===== config.mk =====
export PLATFORM = sky130hd
export DESIGN_NAME = pc_sequencer
export DESIGN_NICKNAME = d
export VERILOG_FILES = /design/src/rtl/pc_sequencer.sv
export SDC_FILE = /design/constraint.sdc
export NUM_CORES = 1
export LEC_CHECK = 0
export ABC_AREA = 1
export BUFFER_PORTS_ARGS = -buffer_cell sky130_fd_sc_hd__buf_4
export CORE_MARGIN = 2
export CORE_UTILIZATION = 55
export CTS_BUF_LIST = sky130_fd_sc_hd__clkbuf_4 sky130_fd_sc_hd__clkbuf_8 sky130_fd_sc_hd__clkbuf_16
export DETAILED_ROUTE_END_ITERATION = 8
export PLACE_DENSITY = 0.79
export SETUP_SLACK_MARGIN = 0.5
export SYNTH_ARGS = -nofsm -noshare
export SYNTH_HDL_FRONTEND = slang
export SYNTH_SLANG_ARGS = --single-unit

===== constraint.sdc =====
create_clock -name clk -period 4.6 [get_ports clk]
set_clock_uncertainty 0.1 [all_clocks]
set_input_delay 0.46 -clock clk [delete_from_list [all_inputs] [get_ports clk]]
set_output_delay 0.46 -clock clk [all_outputs]
set_load 0.03 [all_outputs]

===== src/rtl/pc_sequencer.sv =====
// Program counter with branch-delay-slot sequencing, exit detection and retired count.
// Optional ADDR_ERR_EN adds a sticky addr_err output for misaligned register targets.
module pc_sequencer #(
    parameter int          ADDR_W       = 32,
    parameter logic [31:0] RESET_VECTOR = 32'hBFC00000,
    parameter logic [31:0] EXIT_ADDR    = 32'h0,
    parameter int          CNT_W        = 32
) (
    input  logic              clk,
    input  logic              reset,
    input  logic              advance,
    input  logic              stall,
    input  logic [1:0]        redirect_kind,
    input  logic [25:0]       instr_index,
    input  logic [15:0]       imm16,
    input  logic [ADDR_W-1:0] reg_target,
    output logic [ADDR_W-1:0] pc,
    output logic [ADDR_W-1:0] link_addr,
    output logic              delay_slot,
    output logic              finish,
`ifdef ADDR_ERR_EN
    output logic              addr_err,
`endif
    output logic [CNT_W-1:0]  retired
);

    localparam logic [ADDR_W-1:0] RST_PC  = RESET_VECTOR[ADDR_W-1:0];
    localparam logic [ADDR_W-1:0] EXIT_PC = EXIT_ADDR[ADDR_W-1:0];

    typedef enum logic [1:0] {RUN, SLOT, HALT} state_t;

    state_t              state, state_nxt;
    logic [ADDR_W-1:0]   pend, pend_nxt, pc_nxt;
    logic [CNT_W-1:0]    ret_nxt;
    logic [ADDR_W-1:0]   pc_plus4, jump_tgt, br_off, reg_tgt, target, load_val;
    logic                accept, load;
`ifdef ADDR_ERR_EN
    logic                err_nxt;
`endif

    assign accept    = advance && !stall && (state != HALT);
    assign pc_plus4  = pc + ADDR_W'(4);
    assign link_addr = pc + ADDR_W'(8);
    // Page jump keeps the top nibble of pc+4; masking also covers ADDR_W == 28.
    assign jump_tgt  = (pc_plus4 & ~ADDR_W'(32'h0FFF_FFFF)) | ADDR_W'({instr_index, 2'b00});
    assign br_off    = {{(ADDR_W-18){imm16[15]}}, imm16, 2'b00};
`ifdef ADDR_ERR_EN
    assign reg_tgt   = reg_target;
`else
    assign reg_tgt   = reg_target & ~ADDR_W'(3);
`endif

    always_comb begin
        case (redirect_kind)
            2'b01:   target = reg_tgt;
            2'b10:   target = jump_tgt;
            2'b11:   target = pc_plus4 + br_off;
            default: target = '0;
        endcase
    end

    always_comb begin
        state_nxt = state;
        pc_nxt    = pc;
        pend_nxt  = pend;
        ret_nxt   = retired;
        load      = 1'b0;
        load_val  = pc_plus4;
`ifdef ADDR_ERR_EN
        err_nxt   = addr_err;
`endif
        if (accept) begin
            ret_nxt = retired + CNT_W'(1);
            case (state)
                RUN: begin
                    load = 1'b1;
                    if (redirect_kind != 2'b00) begin
                        pend_nxt  = target;
                        state_nxt = SLOT;
                    end
                end
                SLOT: begin
                    load      = 1'b1;
                    load_val  = pend;
                    state_nxt = RUN;
                end
                default: ;
            endcase
            if (load) begin
`ifdef ADDR_ERR_EN
                if (load_val[1:0] != 2'b00) begin
                    err_nxt   = 1'b1;
                    state_nxt = HALT;
                end else begin
                    pc_nxt = load_val;
                    if (load_val == EXIT_PC) state_nxt = HALT;
                end
`else
                pc_nxt = load_val;
                if (load_val == EXIT_PC) state_nxt = HALT;
`endif
            end
        end
    end

    always_ff @(posedge clk) begin
        if (reset) begin
            state   <= RUN;
            pc      <= RST_PC;
            pend    <= '0;
            retired <= '0;
`ifdef ADDR_ERR_EN
            addr_err <= 1'b0;
`endif
        end else begin
            state   <= state_nxt;
            pc      <= pc_nxt;
            pend    <= pend_nxt;
            retired <= ret_nxt;
`ifdef ADDR_ERR_EN
            addr_err <= err_nxt;
`endif
        end
    end

    assign delay_slot = (state == SLOT);
    assign finish     = (state == HALT);

endmodule

==> results of run 1 <==
## kinds of logic after synthesis
kind of cell	Yosys count	synth area share [%]
compound gates	290	21.07
xor+xnor	39	4.378
fa+ha+maj	40	6.371
buf+inv	199	9.650
flops	98	24.60
simple gates	604	33.92
## cells in the final DEF (no fill, tap or decap), types with 4 or more instances in the layout
| master | n |
|---|---|
| nand2_1 | 302 |
| buf_4 | 181 |
| inv_1 | 149 |
| nor2_1 | 110 |
| a21oi_1 | 109 |
| dfxtp_1 | 98 |
| o21ai_0 | 97 |
| nand3_1 | 79 |
| ha_1 | 39 |
| xor2_1 | 35 |
| nor3_1 | 26 |
| a221oi_1 | 25 |
| o211ai_1 | 20 |
| or2_2 | 15 |
| nor2_2 | 14 |
| nand2_2 | 11 |
| nand4_1 | 11 |
| and2_1 | 9 |
| clkbuf_16 | 9 |
| nor2_4 | 8 |
| o21bai_1 | 8 |
| o21ai_1 | 6 |
| a21o_1 | 6 |
| clkinv_1 | 5 |
| a41oi_1 | 5 |
| nand3b_1 | 4 |
| o21a_1 | 4 |
| nor4_1 | 4 |
| a31oi_1 | 4 |
## registers in the layout, summed over array words and instances (netlist names)
signal and count:
pc 32, retired 32, pend 32, state 2
## through the flow
stage | hold slack [ns] | util (%) | instances
floorplan | 0.3321 | - | 1270
global placement | 0.3437 | 65.36 | 1593
detailed placement | 0.3508 | 65.36 | 1593
CTS | 0.2784 | 67.46 | 1609
global route | 0.2994 | 67.46 | 1609
finish | 0.2925 | 67.46 | 1609
## how the worst max path moves through the flow
stage / startpoint / end / slack (ns) / cells past startpoint
after floorplan: pc[2] / pend[23] / 1.38 / 16
after global placement: pc[3] / pend[23] / 0.80 / 16
after detailed placement: pc[3] / pend[23] / 0.77 / 16
after CTS: pc[3] / pend[23] / 0.76 / 16
after global routing: pc[3] / pend[23] / 0.51 / 18
final: pc[3] / pend[23] / 0.72 / 18
## critical path: stages, from the launching register on
cell      delay (ns)
dfxtp_1         0.53
ha_1            0.41
nand3_1         0.23
inv_2           0.14
nand3_1         0.20
clkinv_1        0.14
nand2_1         0.07
and2_1          0.18
ha_1            0.37
nand2_1         0.13
nor2_1          0.16
inv_1           0.09
nor2_1          0.10
nor2_1          0.04
o21ai_1         0.16
a21boi_0        0.23
or2_2           0.31
nand3_1         0.07
a21oi_1         0.08
## power by group
part           total [uW]  internal (uW)  switching, uW
combinational         717            257            460
sequential            940            888           52.4
clock                 795            427            368
## metal layers
layer	vias to the layer above	wire length (microns)	track usage [%]
li1	4542	-	-
met1	4294	11580	44.49
met2	366	13520	60.56
met3	42	2038	5.627
met4	0	759	11.37
met5	-	0	0
## cell type report
type | instances | area, sq um | share of cell area, %
timing repair buffer | 181 | 1359 | 14.02
inverter | 157 | 590.6 | 6.093
tap | 184 | 230.2 | 2.375
sequential | 98 | 1962 | 20.24
clock buffer | 9 | 225.2 | 2.323
clock inverter | 7 | 76.32 | 0.7874
multi-input combinational | 973 | 5250 | 54.16
## repair_timing
action                     in CTS  in global routing
hold endpoints to repair        0                  0
setup endpoints to repair       0                  1
resized for setup               0                  1
==> flow_metrics.tcl, run 1 <==
set metrics [dict create \
    synth_top_area_share_pct 24.60 \
    leakage_uw 0.004548 \
    synth_seq_area_share_pct 24.60 \
    clk_latency_ns 0.36 \
    overflow 0 \
    tightest_slew_ns 1.056 \
    synth_area_leader_cell "dfxtp_1" \
    syn_avg_cell_area_sq_um 6.279 \
    rows 44 \
    hold_depth 3 \
    cts_inserted_buffers 9 \
    ys_types 47 \
    min_to "pend[3]" \
    placed_area_sq_um 9392 \
    ys_seq_elements 98 \
    hpwlAfterDp_microns 21850 \
    critPathLaunchType "flip-flop" \
    fin_crit_sh_pct 84.45 \
    finalPower_uw 2452 \
    dieWidth_microns 124.4 \
    nNetsFinal 1540 \
    fin_area_sq_um 9693 \
    initial_utilization_pct 55.49 \
    synth_edf_count 0 \
    fmax_mhz 257.4 \
    num_io_pins 178 \
    min_period_ns 3.885 \
    clockBufferDepth 2 \
    drc_errors 0 \
    hold_start "reg_target[3]" \
    ctsRootBufferMaster "clkbuf_16" \
    drive_gt1_share_pct 18.18 \
    synthTopCellsByArea "dfxtp_1 25%, nand2_1 14%, inv_1 7.0%, a21oi_1 6.8%, o21ai_0 6.2%" \
    regToRegSetupSlack_ns 0.72 \
    arrival_ns 4.03 \
    worst_slack_ns 0.7155 \
    finalHoldViolCount 0 \
    endpoint_kind "flip-flop" \
    grt_pass1_wl_microns 43730 \
    routed_wl_microns 27900 \
    synthFlopType "dfxtp_1" \
    gp_congestion 0.9659 \
    cts.sinks 98 \
    status "finished, final reports clean" \
    antenna_found_initial 0 \
    area_growth_pct 21.56 \
    port_buffers 175 \
    fin_tns_setup_ns 0 \
    cp_max_fo 6 \
    max-vdd-ir-drop_mv 0.2163 \
    first_pass_iters 5 \
    dieArea_sq_um 15480 \
    drt_iter0_drc 754 \
    dp_slack_ns 0.7743 \
    yosys-top-cells-count "302 x nand2_1, 149 x inv_1, 113 x nor2_1" \
    syn_nets 1390 \
    slew_violations 0 \
    synth_area_sq_um 7974 \
    required_ns 4.74 \
    clkTransAtPathRegs_ns 0.07 \
    core_area_sq_um 14370 \
    timing.rr.end "pend[23]" \
    yosysWarnings 0 \
    die_h_microns 124.4 \
    setup_viol 0 \
    cts_hold_buf 0 \
    worstRegToRegCells 18 \
    rr_startpoint "pc[3]" \
    hold_path_class "primary input to flip-flop" \
    crit_type "flip-flop to flip-flop" \
    async_reset_ff_share_pct 0 \
    viasPerCell 5.745 \
    routedWlPerCell_microns 17.34 \
    cts_tree "yes" \
    syn_inst 1270 \
    rsz0062_at_grt "false" \
    dr_total_vias 9244 \
    ant_nets 0 \
    yosysMostFrequentCell "nand2_1" \
    grt_max_degree 48 \
    max_cap_violations 0 \
    p_per_area_nw_per_um2 253.0 \
    relSlewSlack_pct 29.54 \
    cts_setup_buffers 0 \
    antenna_cells 0 \
    fill_cells 1360 \
    grt_pass1_vias 8379 \
    cts.htree.levels 3 \
    grt_usage_pct 35.02 \
]
Power figures use the tool's default switching activity.
==> run 2: changes to the inputs <==
- clock period: 4.6 -> 4.03 ns (I/O delays scaled with it)
==> run 2 against run 1 <==
  * Combinational power is 18% higher
  * Non-clock buffer count is 11 higher
  * Hold slack worse by 0.069 ns
  * Global-route usage is 0.61 points higher
  * Design area is 1.7% higher
  * Routed wire length is 0.33% higher
  * Die area stayed put
  * Via count is 0.19% lower
  * Maximum frequency is 17% higher
  * Sequential cell count stayed put
  * Largest cell class unchanged
==> flow_metrics.tcl, run 2 (synthesis gave the netlist of run 1 again) <==
set metrics [dict create \
    rsz0062_at_grt "true" \
    cts.htree.levels 3 \
    grtUsageMet2_pct 58.69 \
    max_cap_violations 0 \
    clkTransAtPathRegs_ns 0.07 \
    grt_usage_pct 35.62 \
    die_h_microns 124.4 \
    cts_tree "yes" \
    dieArea_sq_um 15480 \
    finalHoldViolCount 0 \
    grt_pass1_vias 8504 \
    worst_slack_ns 0.7048 \
    slew_violations 0 \
    area_growth_pct 23.62 \
    fmax_mhz 300.7 \
    arrival_ns 3.51 \
    timing.rr.end "pend[30]" \
    hold_path_class "primary input to flip-flop" \
    use_met1_pct 44.86 \
    hpwlAfterDp_microns 22030 \
    initial_utilization_pct 55.49 \
    routedWlPerCell_microns 17.28 \
    top_regs "pc: 32 flops, pend: 32 flops, retired: 32 flops" \
    nNetsFinal 1551 \
    cts.sinks 98 \
    cp_slowest_cell "dfxtp_1" \
    overflow 0 \
    grt_max_degree 47 \
    worstSetupStartpoint "pc[3]" \
    leakage_uw 0.004640 \
    layout_common_cells "299 x nand2_1, 192 x buf_4, 149 x inv_1, 109 x nor2_1, 104 x a21oi_1" \
    core_area_sq_um 14370 \
    gp_congestion 0.9569 \
    clockBufferDepth 2 \
    cp_max_fo 5 \
    critPathLaunchType "flip-flop" \
    top_usage_layer "met2" \
    clk_latency_ns 0.36 \
    regArea_sq_um 1967 \
    critPathCapture "pend[30]" \
    multi_input_area_sq_um 5328 \
    viasPerCell 5.695 \
    rr_startpoint "pc[3]" \
    antenna_cells 0 \
    ant_nets 0 \
    slowest_delay_ns 0.33 \
    routed_wl_microns 27990 \
    dieWidth_microns 124.4 \
    worstRegToRegCells 20 \
    dr_total_vias 9226 \
    groute.layer.met3.usage_pct 6.443 \
    num_io_pins 178 \
    first_pass_iters 5 \
    setup_viol 0 \
    fill_cells 1333 \
    port_buffers 175 \
    grt_pass1_wl_microns 43910 \
    min_period_ns 3.325 \
    crit_path_cell_trace "buf_4, ha_2, buf_4, inv_1, nor2_4, nand2_4, nor2_4, nand3_1, nand2_2, inv_1, ha_1, a21oi_2, o21ai_0, a21oi_1, nor2_1, nor2_1, nand2_1, a21oi_1, o21ai_0, a31oi_1" \
    tightest_slew_ns 1.062 \
    status "finished, final reports clean" \
    drt_iter0_drc 842 \
    drc_errors 0 \
    required_ns 4.22 \
    placed_area_sq_um 9459 \
    endpoint_kind "flip-flop" \
    cts_hold_buf 0 \
    rows 44 \
    fin_tns_setup_ns 0 \
    dp_slack_ns 0.5767 \
    fin_area_sq_um 9857 \
    drive_gt1_share_pct 20.26 \
    antenna_found_initial 0 \
    final_common_cell "nand2_1" \
    crit_type "flip-flop to flip-flop" \
    cts_inserted_buffers 9 \
    p_per_area_nw_per_um2 286.6 \
    fin_crit_sh_pct 82.51 \
    ctsRootBufferMaster "clkbuf_16" \
    regToRegSetupSlack_ns 0.70 \
    relSlewSlack_pct 29.09 \
    max-vdd-ir-drop_mv 0.2852 \
]
[run 2: changes by cell type in the layout (fill, tap and decap cells not counted), moves of 3 or more]
cell     delta
a21oi_1     -5
a21oi_2     +5
buf_4      +11
dfxtp_1     -4
dfxtp_2     +4
ha_1        -4
ha_2        +3
nand2_1     -3
o21ai_0     -4
o21ai_1     +4
[run 2: per-stage QoR]
stage | instances | utilization, % | hold WS, ns | total power [uW]
6_report | 1620 | 68.60 | 0.2233 | 2825
5_1_grt | 1620 | 68.60 | 0.2598 | 2948
4_1_cts | 1618 | 67.92 | 0.2196 | 2807
3_5_place_dp | 1602 | 65.83 | 0.3562 | 1904
3_3_place_gp | 1602 | 65.83 | 0.3427 | 1893
2_1_floorplan | 1270 | - | 0.3321 | 1604
[run 2: critical path, delay by kind of cell (launching register included)]
kind | cells | cell delay (ns)
AND/OR/NAND/NOR | 8 | 0.92
AO/OA/AOI/OAI | 6 | 0.87
adder cells (fa/ha/maj) | 2 | 0.53
buffers and inverters | 4 | 0.49
flip-flops | 1 | 0.33
[run 2: worst min-delay path by stage]
stage                        start       end  slack (ns)  depth (start not counted)
CTS                  reg_target[3]   pend[3]        0.22                          3
finish               reg_target[3]   pend[3]        0.22                          3
global route        reg_target[20]  pend[20]        0.26                          3
floorplan                  pend[1]   pend[1]        0.33                          2
global placement           pend[1]   pend[1]        0.34                          2
detailed placement         pend[1]   pend[1]        0.36                          2
[run 2: report_power, final]
group	total (uW)	internal [uW]	switching, uW
Sequential	1070	1010	51.2
Combinational	847	306	542
Clock	913	500	413
[run 2: final cells by class]
type / instances / share of cell area (%)
timing repair buffer: 192 / 14.62
clock buffer: 11 / 2.437
inverter: 157 / 5.991
clock inverter: 5 / 0.6093
tap: 184 / 2.336
multi-input combinational: 973 / 54.05
sequential: 98 / 19.95
[run 2: routing by layer]
| metal | share of wire [%] | vias to the layer above | wire, microns |
|---|---|---|---|
| li1 | - | 4548 | - |
| met1 | 41 | 4213 | 11510 |
| met2 | 47 | 392 | 13030 |
| met3 | 7.6 | 73 | 2120 |
| met4 | 4.7 | 0 | 1323 |
| met5 | 0 | - | 0 |
[run 2: repair_timing]
action / CTS / global route
endpoints found under the setup margin: 0 / 17
buffers inserted: 0 / 2
hold endpoints to repair: 0 / 0
gates resized for setup: 0 / 31
